===== src/rtl/synth_audio_pkg.sv =====
// Shared audio-path constants and helpers.
// Used by the I2S transmitter and its bit timer.
package synth_audio_pkg;

    // An I2S frame is two 32-bit slots, i.e. 64 BCLK periods.
    localparam int FRAME_BCLKS = 64;
    localparam int SLOT_BITS   = 32;
    localparam int SLOT_W      = $clog2(SLOT_BITS);

    // Frame counter bits when DIV = 1 (two Clocks per BCLK period).
    localparam int FRAME_W     = $clog2(2 * FRAME_BCLKS);

    // Offset-binary to two's complement: flip the sign bit of a w-bit value.
    function automatic logic [63:0] u2s(
        input logic [63:0] v,
        input int          w
    );
        logic [63:0] r;
        logic [5:0]  i;
        r    = v;
        i    = 6'(w - 1);
        r[i] = ~r[i];
        return r;
    endfunction

endpackage


===== src/rtl/i2s_bit_timer.sv =====
// I2S frame timing: BCLK/LRCLK from one free-running frame counter.
// Also flags BCLK falling edges, the frame end and the next slot bit.
module i2s_bit_timer
    import synth_audio_pkg::*;
#(
    parameter int DIV = 4
) (
    input  logic              clk,
    input  logic              rst_n,
    output logic              bclk,
    output logic              lrclk,
    output logic              fall,
    output logic              frame_end,
    output logic [SLOT_W-1:0] next_bit
);

    localparam int LD    = $clog2(DIV);
    localparam int CNT_W = LD + FRAME_W;

    logic [CNT_W-1:0] cnt;

    // Frame counter c; FRAME is a power of two so it wraps by itself.
    always_ff @(posedge clk or negedge rst_n) begin
        if (!rst_n) begin
            cnt <= '0;
        end else begin
            cnt <= cnt + CNT_W'(1);
        end
    end

    // BCLK is low for the first DIV Clocks of every period.
    assign bclk      = cnt[LD];

    // Left slot is the first half of the frame.
    assign lrclk     = cnt[CNT_W-1];

    // Last Clock of a BCLK period: the next edge is a falling BCLK edge.
    assign fall      = &cnt[LD:0];

    // Last Clock of the frame.
    assign frame_end = &cnt;

    // Slot bit index of the BCLK period that starts after this falling edge.
    assign next_bit  = cnt[LD+SLOT_W:LD+1] + SLOT_W'(1);

endmodule


===== src/rtl/wave_i2s_tx.sv =====
// Mono I2S transmitter: frame-averages the synth waveform into one sample.
// The averaged sample is sent in both slots during the following frame.
module wave_i2s_tx #(
    parameter int DIV      = 4,
    parameter int SAMPLE_W = 24
) (
    input  logic                Clock,
    input  logic                Reset,
    input  logic [SAMPLE_W-1:0] Waveform,
    input  logic                Enable,
    output logic                BCLK,
    output logic                LRCLK,
    output logic                SDATA,
    output logic [SAMPLE_W-1:0] Sample,
    output logic                SampleStrobe
);

    import synth_audio_pkg::*;

    localparam int LOG_FRAME = $clog2(DIV) + FRAME_W;
    localparam int ACC_W     = SAMPLE_W + LOG_FRAME;

    // Last slot bit that carries sample data (MSB sits at slot bit 1).
    localparam logic [SLOT_W-1:0] LAST_BIT = SLOT_W'(SAMPLE_W);

    logic                fall;
    logic                frame_end;
    logic [SLOT_W-1:0]   next_bit;

    logic [ACC_W-1:0]    acc;
    logic [ACC_W-1:0]    acc_sum;
    logic [SAMPLE_W-1:0] mean;
    logic [SAMPLE_W-1:0] signed_mean;
    logic [SAMPLE_W-1:0] load_val;
    logic [SAMPLE_W-1:0] sample;
    logic [SAMPLE_W-1:0] shreg;
    logic                sdata;
    logic                strobe;

    i2s_bit_timer #(
        .DIV(DIV)
    ) timer (
        .clk      (Clock),
        .rst_n    (Reset),
        .bclk     (BCLK),
        .lrclk    (LRCLK),
        .fall     (fall),
        .frame_end(frame_end),
        .next_bit (next_bit)
    );

    // Running sum including this Clock's waveform value.
    assign acc_sum     = acc + ACC_W'(Waveform);

    // Truncated frame mean, then recentred around zero.
    assign mean        = acc_sum[ACC_W-1:LOG_FRAME];
    assign signed_mean = SAMPLE_W'(u2s(64'(mean), SAMPLE_W));

    // Enable is only looked at on the frame boundary.
    assign load_val    = Enable ? signed_mean : '0;

    // Accumulate every Clock; restart from zero for each new frame.
    always_ff @(posedge Clock or negedge Reset) begin
        if (!Reset) begin
            acc <= '0;
        end else if (frame_end) begin
            acc <= '0;
        end else begin
            acc <= acc_sum;
        end
    end

    // Capture the new sample at the frame boundary and flag it.
    always_ff @(posedge Clock or negedge Reset) begin
        if (!Reset) begin
            sample <= '0;
            strobe <= 1'b0;
        end else begin
            strobe <= frame_end;
            if (frame_end) begin
                sample <= load_val;
            end
        end
    end

    // Serialize on BCLK falling edges: one idle bit, the sample MSB-first,
    // then zero padding; the right slot reloads the same sample.
    always_ff @(posedge Clock or negedge Reset) begin
        if (!Reset) begin
            shreg <= '0;
            sdata <= 1'b0;
        end else if (fall) begin
            if (next_bit == '0) begin
                sdata <= 1'b0;
                shreg <= frame_end ? load_val : sample;
            end else if (next_bit <= LAST_BIT) begin
                sdata <= shreg[SAMPLE_W-1];
                shreg <= {shreg[SAMPLE_W-2:0], 1'b0};
            end else begin
                sdata <= 1'b0;
            end
        end
    end

    assign Sample       = sample;
    assign SampleStrobe = strobe;
    assign SDATA        = sdata;

endmodule


===== config.mk =====
export PLATFORM = sky130hd
export DESIGN_NAME = wave_i2s_tx
export DESIGN_NICKNAME = d
export VERILOG_FILES = /design/src/rtl/synth_audio_pkg.sv /design/src/rtl/i2s_bit_timer.sv /design/src/rtl/wave_i2s_tx.sv
export SDC_FILE = /design/constraint.sdc
export NUM_CORES = 1
export LEC_CHECK = 0
export BUFFER_PORTS_ARGS = -buffer_cell sky130_fd_sc_hd__buf_2
export CAP_MARGIN = 15
export CORE_ASPECT_RATIO = 1.75
export CORE_MARGIN = 8
export CORE_UTILIZATION = 30
export DETAILED_ROUTE_END_ITERATION = 10
export SLEW_MARGIN = 40
export SYNTH_ARGS = -nofsm -noshare
export SYNTH_HDL_FRONTEND = slang
export SYNTH_SLANG_ARGS = --single-unit

===== constraint.sdc =====
create_clock -name Clock -period 3.4 [get_ports Clock]
set_input_delay 0.34 -clock Clock [delete_from_list [all_inputs] [get_ports Clock]]
set_output_delay 0.34 -clock Clock [all_outputs]
set_load 0.01 [all_outputs]

Word level (Yosys, flattened, before mapping):

Index checks and enable logic that the tools add are counted.

* register bits after elaboration: 92
* output and inout port bits: 28
* word-level logic and storage cells: 23

* bitwise gates (word level): 1
* reduce and logical (&&, ||, !) cells: 5
* multiplexer cells: 7
* magnitude comparators: 1
* $add $sub $neg: 3

Operator list (number)
* $mux W24: 4
* $add A33 B24 Y33: 1
* $mux W33: 1
* $add A9 B1 Y9 const B: 1
* $reduce_and A9 Y1: 1
* $add A5 B1 Y5 const B: 1
* $le A5 B5 Y1 const B: 1
* $logic_not A5 Y1: 1
* $reduce_and A4 Y1: 1
* $reduce_and A3 Y1: 1
* $mux W1: 2
* $reduce_bool A2 Y1: 1
* $not A1 Y1: 1

Logic depth before layout (Yosys ltp):

Gate-level depths: netlist of the first run.

* word-level depth: 5
* depth in mapped cells: 12
* mapped depth without buffers: 10

Modules after synthesis:

A second synthesis of the first run with hierarchy kept.

* cell total of the unflattened synthesis: 515
* area, all modules: 5037.3 sq um

Modules (own cells, without submodules)
* wave_i2s_tx: seq. area each 2077.0 sq um, instances 1, area each 4633.2 sq um, cells each 483
* i2s_bit_timer: seq. area each 225.2 sq um, instances 1, area each 404.1 sq um, cells each 32

Worst setup path after synthesis of the first run:

OpenSTA, ideal clock, no wires.

* path type: input port to flip-flop
* start: input port Waveform[0]
* end: register shreg[21]
* data arrival time: 2.406 ns
* path buffers: 0
* setup time: 0.119 ns
* path slack: 0.875 ns
* cell stages on the path: 10
* path through: ha_1 fa_1 a21oi_1 o21ai_1 a221oi_2 o31ai_1 o211ai_1 xor2_1 o2bb2ai_1 a21bo_1

* longest elaborated chain between the ends: 4

Ends and longest elaborated chain
* start: declaration: RTL line wave_i2s_tx.sv:9 `input logic [SAMPLE_W-1:0] Waveform,`
* $add A33 B24 Y33: RTL line wave_i2s_tx.sv:53 `assign acc_sum = acc + ACC_W'(Waveform);`
* $mux W24: RTL line wave_i2s_tx.sv:60 `assign load_val = Enable ? signed_mean : '0;`
* $mux W24
* $mux W24: RTL line wave_i2s_tx.sv:93 `if (next_bit == '0) begin`
* end signal: assignment: RTL line wave_i2s_tx.sv:95 `shreg <= frame_end ? load_val : sample;`
* end signal: assignment: RTL line wave_i2s_tx.sv:98 `shreg <= {shreg[SAMPLE_W-2:0], 1'b0};`
* end: declaration: RTL line wave_i2s_tx.sv:36 `logic [SAMPLE_W-1:0] shreg;`

No other way between the ends.
A chain may end at the register's enable or synchronous reset.

Final worst setup path of the first run:

* start: register acc[0]
* end: register shreg[9]

* longest elaborated chain between the ends: 4

Ends and longest elaborated chain
* start: declaration: RTL line wave_i2s_tx.sv:30 `logic [ACC_W-1:0] acc;`
* start signal: assignment: RTL line wave_i2s_tx.sv:69 `acc <= acc_sum;`
* $add A33 B24 Y33: RTL line wave_i2s_tx.sv:53
* $mux W24: RTL line wave_i2s_tx.sv:60
* $mux W24
* $mux W24: RTL line wave_i2s_tx.sv:93

No other way between the ends.

==> results of run 1 <==
[layout make-up]
cell class,count,area share (%)
Clock buffer,10,3.90
Clock inverter,6,0.831
Inverter,18,1.15
Multi-Input combinational cell,387,43.9
Sequential cell,92,39.2
Tap cell,227,4.83
Timing Repair Buffer,66,6.22
[critical path: stages (launching register included)]
cell and delay (ns):
dfrtp_1 0.37, ha_1 0.21, fa_1 0.41, a21oi_1 0.28, o21ai_1 0.13, a221oi_2 0.54, o21ai_1 0.19, a31oi_1 0.21
xor2_1 0.23, o2bb2ai_1 0.13, a21bo_1 0.19
[kinds of logic after synthesis]
logic type               count (synthesis)  synth area share (%)
AO/OA/AOI/OAI                          154                  21.4
buffers and inverters                   38                  4.34
multiplexers                             2                 0.417
flip-flops                              92                  45.1
adder cells (fa/ha/maj)                 28                  7.01
AND/OR/NAND/NOR                        167                  15.5
XOR/XNOR                                36                  6.18
[worst paths after layout]
| kind | slack, ns | from | to | cells after the start |
|---|---|---|---|---|
| setup / recovery | 0.40 | acc[0] | shreg[9] | 10 |
| max in group asynchronous | 2.16 | Reset | Sample[1] | 3 |
| setup reg to reg | 0.40 | acc[0] | shreg[9] | 10 |
| hold reg to reg | 0.48 | timer.cnt[0] | timer.cnt[0] | 1 |
| min in group asynchronous | 0.46 | Reset | shreg[22] | 2 |
| hold / removal | 0.34 | Waveform[0] | acc[0] | 3 |
[cell usage after synthesis (all sizes together) (7+ instances only)]
library cell	number
dfrtp	92
nand2	62
nor2	45
a21oi	42
o21ai	33
ha	27
xnor2	21
inv	17
xor2	15
clkbuf	14
nand3	13
and3	10
o2bb2ai	10
a32oi	9
and2	8
o32ai	7
[placed cells by master (no fill, tap or decap), drive strengths merged, types with 8 or more instances in the layout]
master	n
dfrtp	92
buf	65
nand2	62
nor2	45
a21oi	42
o21ai	33
ha	27
xnor2	21
inv	19
xor2	15
nand3	13
and3	10
o2bb2ai	10
clkbuf	10
a32oi	9
and2	8
[per-stage QoR]
stage	cells	total power, W	utilization (%)
after detailed placement	789	0.00339	33.3
after global placement	789	0.00336	33.3
after global routing	806	0.00468	35.0
final	806	0.00437	35.0
after floorplan	517	0.00294	-
after CTS	806	0.00438	35.0
[state kept, by name, summed over array words and instances, names as in the netlist]
signal	count
shreg	24
SDATA	1
SampleStrobe	1
timer.cnt	9
Sample	24
acc	33
[per-layer routing]
metal	global-route usage [%]	wire, um	vias up
met1	14.1	5250	2089
met3	2.60	624	45
li1	-	-	1997
met2	25.6	8030	132
met4	8.55	659	0
met5	0	0	-
[power by group through the flow]
stage / logic [W] / clock network [W] / registers (W)
final: 0.00199 / 0.000971 / 0.00140
after global routing: 0.00222 / 0.00104 / 0.00142
after CTS: 0.00199 / 0.000990 / 0.00140
after detailed placement: 0.00197 / 0 / 0.00142
after global placement: 0.00195 / 0 / 0.00141
after floorplan: 0.00155 / 0 / 0.00139
==> impl_metrics.yaml, run 1 <==
outcome:
  status: "finished, final reports clean"
logic_synthesis:
  syn_avg_cell_area_um2: 9.87
  synth_warnings: 0
  synthTopCellsByArea: "dfrtp_1 45%, ha_1 6.6%, nand2_1 4.5%"
  synth_cells: 517
  synthFlopType: "dfrtp_1"
  synth.largest_area_cell: "dfrtp_1"
  synth.distinct_cells: 63
  synth-seq-area-share_pct: 45.1
  netlist_area_um2: 5100
  synth_async_sr_flop_share_pct: 100
  synth_nets: 572
  synth-edff-count: 0
  ys_ff_latch: 92
  netlist.area_leader.share_pct: 45.1
clock_network:
  clk_latency_ns: 0.36
  cts-resized-gates: 0
  cts_sinks: 92
  cts-root-buf: "clkbuf_16"
  path_clk_slew_ns: 0.07
  cts_setup_buffers: 0
  cts_tree: "built"
  cts-buffers-inserted: 9
  holdBufCountCts: 1
  clockBufferDepth: 2
  htreeDepth: 3
setup_path:
  end_kind: "flop"
  path_max_fanout: 5
  cp.required_ns: 3.64
  start_kind: "flop"
  worstPathArrival_ns: 3.24
  critical_path_class: "reg -> reg"
global_route:
  grt.total_usage_pct: 14.0
  grt_max_degree: 34
  overflow: 0
  first_global_vias: 4461
  antenna_found_initial: 0
  grt_pass1_wl_um: 23200
route:
  drt_iter0_markers: 246
  drc: 0
  routed_wl_um: 14600
  drt_first_pass_iters: 5
  drtAntennaViolNets: 0
  wl_per_cell_um: 18.1
  via_count: 4263
  viasPerCell: 5.29
sta:
  period_share_pct: 88.1
  worst_slack_ns: 0.404
  holdWs_ns: 0.339
  max-slew-margin-rel_pct: 46.8
  rsz0062_at_grt: "false"
  finalHoldViolations: 0
  worst_pin_slew_ns: 0.798
  setup_violations: 0
  slew_violations: 0
  finClkSkew_ns: 0.0101
  setup_tns_ns: 0
  max_freq_mhz: 334
  period_needed_ns: 3.00
placed_design:
  pre_cts_slack_ns: 0.347
  place_congestion: 0.924
  portBuffers: 54
  placed_area_um2: 5590
  dpl.hpwl_um: 11400
power_and_ir_drop:
  intPower_w: 0.00256
  p_leak_nw: 2.57
  p_sw_share_pct: 41.3
  p_sw_w: 0.00180
  irDropWorstVdd_v: 0.000283
  combPwrFrac_pct: 45.7
  p_clk_share_pct: 22.2
  p_seq_share_pct: 32.1
  pwr_density_cell_nw_per_um2: 743
floorplanning:
  fp.dieArea_um2: 21600
  ios: 55
  die_x_um: 115
  initial_core_util_pct: 30.4
  placementRows: 63
  core_um2: 16800
  dieHeight_um: 189
min_path:
  hp-class: "in -> reg"
layout:
  regArea_um2: 2300
  multi_input_area_um2: 2580
  final_nets: 629
  diodes: 0
  fillers: 1718
  area_growth_pct: 15.2
  final_cell_area_um2: 5870
  drive_gt1_share_pct: 16.6
flow_run:
  drv_cap: 0
Note: power is estimated with default switching activity, not from simulation.
==> run 2, diff against run 1 <==
--- a/config.mk
+++ b/config.mk
@@ -14,4 +14,5 @@
 export SLEW_MARGIN = 40
 export SYNTH_ARGS = -nofsm -noshare
 export SYNTH_HDL_FRONTEND = slang
+export SYNTH_HIERARCHICAL = 1
 export SYNTH_SLANG_ARGS = --single-unit
==> run 2 against run 1 <==
Effect of this change:
- the run now ends with negative hold slack left
- sequential share of layout area fell by 0.37 points
- worst setup slack better by 0.017 ns
- via count fell by 3.4%
- flip-flop and latch count did not move
- global-route usage decreased by 1.4 points
- worst hold slack got worse by 0.35 ns
- register-to-register slack better by 0.02 ns
- highest routed layer unchanged
==> impl_metrics.yaml, run 2 <==
clock_network:
  path_clk_slew_ns: 0.07
  cts-resized-gates: 0
  holdBufCountCts: 0
  clk_latency_ns: 0.35
  cts_sinks: 92
  cts_tree: "built"
  cts_setup_buffers: 0
  clockBufferDepth: 2
  cts-buffers-inserted: 9
  cts-root-buf: "clkbuf_16"
  htreeDepth: 3
sta:
  period_needed_ns: 2.98
  finalHoldViolations: 4
  setup_violations: 0
  rsz0062_at_grt: "false"
  holdWs_ns: -0.0112
  worst_pin_slew_ns: 0.753
  setup_tns_ns: 0
  finClkSkew_ns: 0.00773
  max-slew-margin-rel_pct: 49.6
  period_share_pct: 87.6
  slew_violations: 0
  max_freq_mhz: 336
floorplanning:
  die_x_um: 114
  fp.dieArea_um2: 21400
  dieHeight_um: 187
  core_um2: 16400
  placementRows: 62
  initial_core_util_pct: 30.6
  ios: 55
logic_synthesis:
  ys_ff_latch: 92
  yosysMostFrequentCell: "dfrtp_1"
  synth_nets: 571
  netlist.area_leader.share_pct: 45.7
  synth.largest_area_cell: "dfrtp_1"
  synth_async_sr_flop_share_pct: 100
  synthFlopType: "dfrtp_1"
  syn_avg_cell_area_um2: 9.78
  synth.distinct_cells: 60
  synthTopCellsByArea: "dfrtp_1 46%, ha_1 7.0%, nor2_1 4.1%"
  synth_cells: 515
  synthTopCellsByCount: "92 x dfrtp_1, 55 x nor2_1, 42 x nand2_1"
  netlist_area_um2: 5040
  synth-edff-count: 0
  synth_warnings: 6
  synth-seq-area-share_pct: 45.7
setup_path:
  rr_endpoint: "shreg[15]"
  critical_path_class: "reg -> reg"
  rrSetupSlack_ns: 0.42
  worstPathArrival_ns: 3.22
  reg2reg_from: "acc[0]"
  path_max_fanout: 8
  reg2reg_depth: 11
  cp.required_ns: 3.64
  start_kind: "flop"
  end_kind: "flop"
route:
  routed_wl_um: 13000
  drc: 0
  drtAntennaViolNets: 0
  via_count: 4120
  viasPerCell: 5.16
  drt_first_pass_iters: 4
  wl_per_cell_um: 16.2
  drt_iter0_markers: 200
global_route:
  first_global_vias: 4336
  overflow: 0
  grt_pass1_wl_um: 21400
  grt.total_usage_pct: 12.6
  grt_max_degree: 73
  antenna_found_initial: 0
power_and_ir_drop:
  p_leak_nw: 2.66
  p_clk_share_pct: 25.9
  p_seq_share_pct: 32.3
  pwr_density_cell_nw_per_um2: 732
  irDropWorstVdd_v: 0.000293
  intPower_w: 0.00269
  p_sw_w: 0.00165
  p_sw_share_pct: 38.0
  combPwrFrac_pct: 41.8
layout:
  final_cell_area_um2: 5930
  diodes: 0
  final_common_cell: "dfrtp_1"
  fillers: 1687
  drive_gt1_share_pct: 17.9
  largest_reg_flops: 33
  top_register: "acc"
  final_nets: 626
  area_growth_pct: 17.7
  layout_common_cells: "92 x dfrtp_1, 55 x nor2_1, 53 x buf_2, 42 x nand2_1, 27 x ha_1"
flow_run:
  drv_cap: 0
outcome:
  status: "finished, violations left"
  violations: "negative hold slack"
placed_design:
  portBuffers: 54
  place_congestion: 0.888
  placed_area_um2: 5600
  dpl.hpwl_um: 9780
min_path:
  hp-class: "in -> async"
==> run 2: per-layer routing <==
| layer | part of all wire, % | vias to the layer above | GRT usage, % |
|---|---|---|---|
| met1 | 39 | 2039 | 12.9 |
| met5 | 0 | - | 0 |
| met2 | 53 | 90 | 22.8 |
| met4 | 3.6 | 0 | 7.01 |
| li1 | - | 1964 | - |
| met3 | 4.1 | 27 | 2.65 |
==> run 2: layout make-up <==
| class | count | area, um2 | share of cell area, % |
|---|---|---|---|
| clock inverters | 7 | 106 | 1.79 |
| repair buffers | 66 | 367 | 6.18 |
| multi-input cells | 382 | 2580 | 43.5 |
| clock buffers | 9 | 225 | 3.80 |
| inverters | 19 | 71.3 | 1.20 |
| flip-flops and latches | 92 | 2300 | 38.8 |
| well taps | 224 | 280 | 4.73 |
==> run 2: how the worst max path moves through the flow <==
stage	startpoint	to	slack [ns]	depth (start not counted)
2_1_floorplan	Waveform[0]	shreg[15]	0.71	11
3_3_place_gp	Waveform[0]	shreg[15]	0.38	12
3_5_place_dp	Waveform[0]	shreg[15]	0.32	12
4_1_cts	acc[0]	shreg[15]	0.42	11
5_1_grt	acc[0]	shreg[15]	0.19	11
6_report	acc[0]	shreg[15]	0.42	11
==> run 2: power by group through the flow <==
stage               clock (W)  combinational, W  sequential [W]
global route          0.00119           0.00202         0.00143
detailed placement          0           0.00179         0.00143
global placement            0           0.00175         0.00142
CTS                   0.00115           0.00181         0.00141
finish                0.00112           0.00182         0.00140
floorplan                   0           0.00141         0.00139
==> run 2: cell families after synthesis <==
group,Yosys count,synth area share [%]
AND/OR/NAND/NOR,176,16.7
AO/OA/AOI/OAI,136,19.6
flip-flops,92,45.7
buffers and inverters,41,3.25
XOR/XNOR,35,6.09
adder cells (fa/ha/maj),29,7.35
multiplexers,6,1.32
==> run 2: worst max-delay path: stages (launching register included) <==
cell       delay (ns)
dfrtp_1          0.34
ha_1             0.16
inv_1            0.05
fa_1             0.36
and2b_1          0.25
o2111ai_2        0.14
a21oi_2          0.27
o2111ai_2        0.23
a21oi_2          0.34
o21ai_0          0.16
a32o_1           0.26
a221o_1          0.31
==> run 2: per-stage QoR <==
stage | worst slack [ns] | utilization [%] | total power [W] | hold slack (ns) | std cells
after global placement | 0.385 | 34.0 | 0.00317 | 0.464 | 783
after CTS | 0.425 | 36.1 | 0.00437 | 0.0375 | 799
after detailed placement | 0.318 | 34.0 | 0.00322 | 0.415 | 783
after global routing | 0.195 | 36.1 | 0.00464 | 0.0549 | 799
after floorplan | 0.713 | - | 0.00280 | 0.0444 | 515
final | 0.420 | 36.1 | 0.00434 | -0.0112 | 799
==> run 3, diff against run 2 <==
--- a/config.mk
+++ b/config.mk
@@ -5,12 +5,13 @@
 export SDC_FILE = /design/constraint.sdc
 export NUM_CORES = 1
 export LEC_CHECK = 0
-export BUFFER_PORTS_ARGS = -buffer_cell sky130_fd_sc_hd__buf_2
+export ABC_CLOCK_PERIOD_IN_PS = 3400
 export CAP_MARGIN = 15
 export CORE_ASPECT_RATIO = 1.75
 export CORE_MARGIN = 8
 export CORE_UTILIZATION = 30
 export DETAILED_ROUTE_END_ITERATION = 10
+export DONT_BUFFER_PORTS = 1
 export SLEW_MARGIN = 40
 export SYNTH_ARGS = -nofsm -noshare
 export SYNTH_HDL_FRONTEND = slang
==> run 3 against run 2 <==
Effect of this change:
- the run now ends clean
- core utilization decreased by 1.7 points
- final area decreased by 4.9%
- non-clock buffer count decreased by 53
- worst hold slack improved by 0.27 ns
- flip-flop and latch count unchanged
- critical endpoint unchanged
- highest routed layer unchanged
==> impl_metrics.yaml, run 3 (same netlist as run 2, synthesis figures left out) <==
clock_network:
  clk_latency_ns: 0.35
  cts-buffers-inserted: 9
  cts_sinks: 92
  htreeDepth: 3
  path_clk_slew_ns: 0.07
  cts_tree: "built"
  cts-resized-gates: 0
  clockBufferDepth: 2
  cts-root-buf: "clkbuf_16"
layout:
  area_growth_pct: 12.0
  top_register: "acc"
  layout_common_cells: "92 x dfrtp_1, 55 x nor2_1, 42 x nand2_1, 27 x ha_1, 25 x o21ai_0"
  largest_reg_flops: 33
  final_common_cell: "dfrtp_1"
  layout.cells.non_filler: 745
  final_nets: 573
  post-route-util_pct: 34.3
  drive_gt1_share_pct: 9.02
  diodes: 0
  fillers: 1712
setup_path:
  end_kind: "flop"
  cp_num_buf_inv: 1
  start_kind: "flop"
  worstPathArrival_ns: 3.24
  cp_slowest_stage_delay_ns: 0.37
  crit_chain: "ha_1 > inv_1 > fa_1 > and2b_1 > o2111ai_2 > a21oi_2 > o2111ai_2 > a21oi_2 > o21ai_0 > a32o_1 > a221o_1"
  critPathTopFamily: "compound AO/OA/AOI/OAI gates"
  cp.required_ns: 3.63
  path_max_fanout: 8
  cp_slowest_cell: "fa_1"
  critical_path_class: "reg -> reg"
route:
  drc: 0
  viasPerCell: 5.25
  wl_per_cell_um: 17.1
  drtAntennaViolNets: 0
  routed_wl_um: 12700
  drt_first_pass_iters: 4
  via_count: 3913
  drt_iter0_markers: 177
global_route:
  antenna_found_initial: 0
  grt.total_usage_pct: 12.4
  first_global_vias: 4075
  grt_pass1_wl_um: 21100
  grt_max_degree: 93
  overflow: 0
sta:
  rsz0062_at_grt: "false"
  max-slew-margin-rel_pct: 50.6
  holdWs_ns: 0.255
  max_freq_mhz: 333
  worst_pin_slew_ns: 0.741
  finalHoldViolations: 0
  period_share_pct: 88.4
  period_needed_ns: 3.01
  finClkSkew_ns: 0.00524
  setup_tns_ns: 0
  slew_violations: 0
  setup_violations: 0
floorplanning:
  die_x_um: 114
  initial_core_util_pct: 30.6
  dieHeight_um: 187
  ios: 55
  placementRows: 62
  core_um2: 16400
  fp.dieArea_um2: 21400
placed_design:
  dp_cells: 728
  dpl.hpwl_um: 9550
  portBuffers: 0
  place_congestion: 0.890
power_and_ir_drop:
  pwr_density_cell_nw_per_um2: 741
  p_leak_nw: 2.42
  irDropWorstVdd_v: 0.000274
outcome:
  status: "finished, final reports clean"
flow_run:
  drv_cap: 0
min_path:
  hp-class: "in -> reg"
==> run 3: cell types whose count changed in the layout (fill, tap and decap cells not counted), sizes merged <==
cell,delta
buf,-54
clkinvlp,+3
inv,-3
bufinv,-1
clkbuf,+1
clkinv,-1
dlygate4sd3,+1
==> run 3: stage by stage <==
step	instance area (um2)	worst slack (ns)	power [W]
2_1_floorplan	5040	0.713	0.00280
3_3_place_gp	5320	0.481	0.00311
3_5_place_dp	5320	0.380	0.00315
4_1_cts	5640	0.398	0.00420
5_1_grt	5640	0.215	0.00451
6_report	5640	0.395	0.00418
==> run 3: final timing paths <==
| path | startpoint | end | slack [ns] | depth (start not counted) |
|---|---|---|---|---|
| worst max register to register | acc[0] | shreg[15] | 0.39 | 11 |
| worst min register to register | shreg[4] | shreg[4] | 0.48 | 2 |
| worst min-delay path | Waveform[0] | acc[0] | 0.25 | 2 |
| worst max-delay path | acc[0] | shreg[15] | 0.39 | 11 |
| min in group asynchronous | Reset | acc[29] | 0.54 | 2 |
| max in group asynchronous | Reset | shreg[15] | 2.42 | 2 |
==> run 3: what timing repair did <==
| action | in CTS | in global routing |
|---|---|---|
| setup buffers | 0 | 0 |
| hold endpoints to repair | 92 | 0 |
| hold buffers | 2 | 0 |
==> run 3: power by group <==
part | switching, W | internal [W]
clock network | 0.000442 | 0.000569
registers | 0.000101 | 0.00130
logic | 0.00105 | 0.000717
total | 0.00159 | 0.00259
==> run 3: area by class of cell <==
| cell class | instances | area [um2] | area share, % |
|---|---|---|---|
| well taps | 224 | 280 | 4.97 |
| repair buffers | 13 | 120 | 2.13 |
| multi-input cells | 382 | 2580 | 45.7 |
| inverters | 19 | 71.3 | 1.26 |
| flip-flops and latches | 92 | 2300 | 40.8 |
| clock inverters | 5 | 61.3 | 1.09 |
| clock buffers | 10 | 229 | 4.06 |
==> run 3: per-layer routing <==
layer	vias to the layer above	global-route usage, %	wire, um
met2	97	22.3	6810
met3	24	2.75	644
li1	1867	-	-
met5	-	0	0
met4	0	6.29	380
met1	1925	13.2	4870
==> run 3: worst reg2reg max path: cells and delay by family, from the launching register on <==
family          cells  cell delay (ns)
flops               1             0.33
compound gates      7             1.70
buf+inv             1             0.06
simple gates        1             0.25
fa+ha+maj           2             0.55
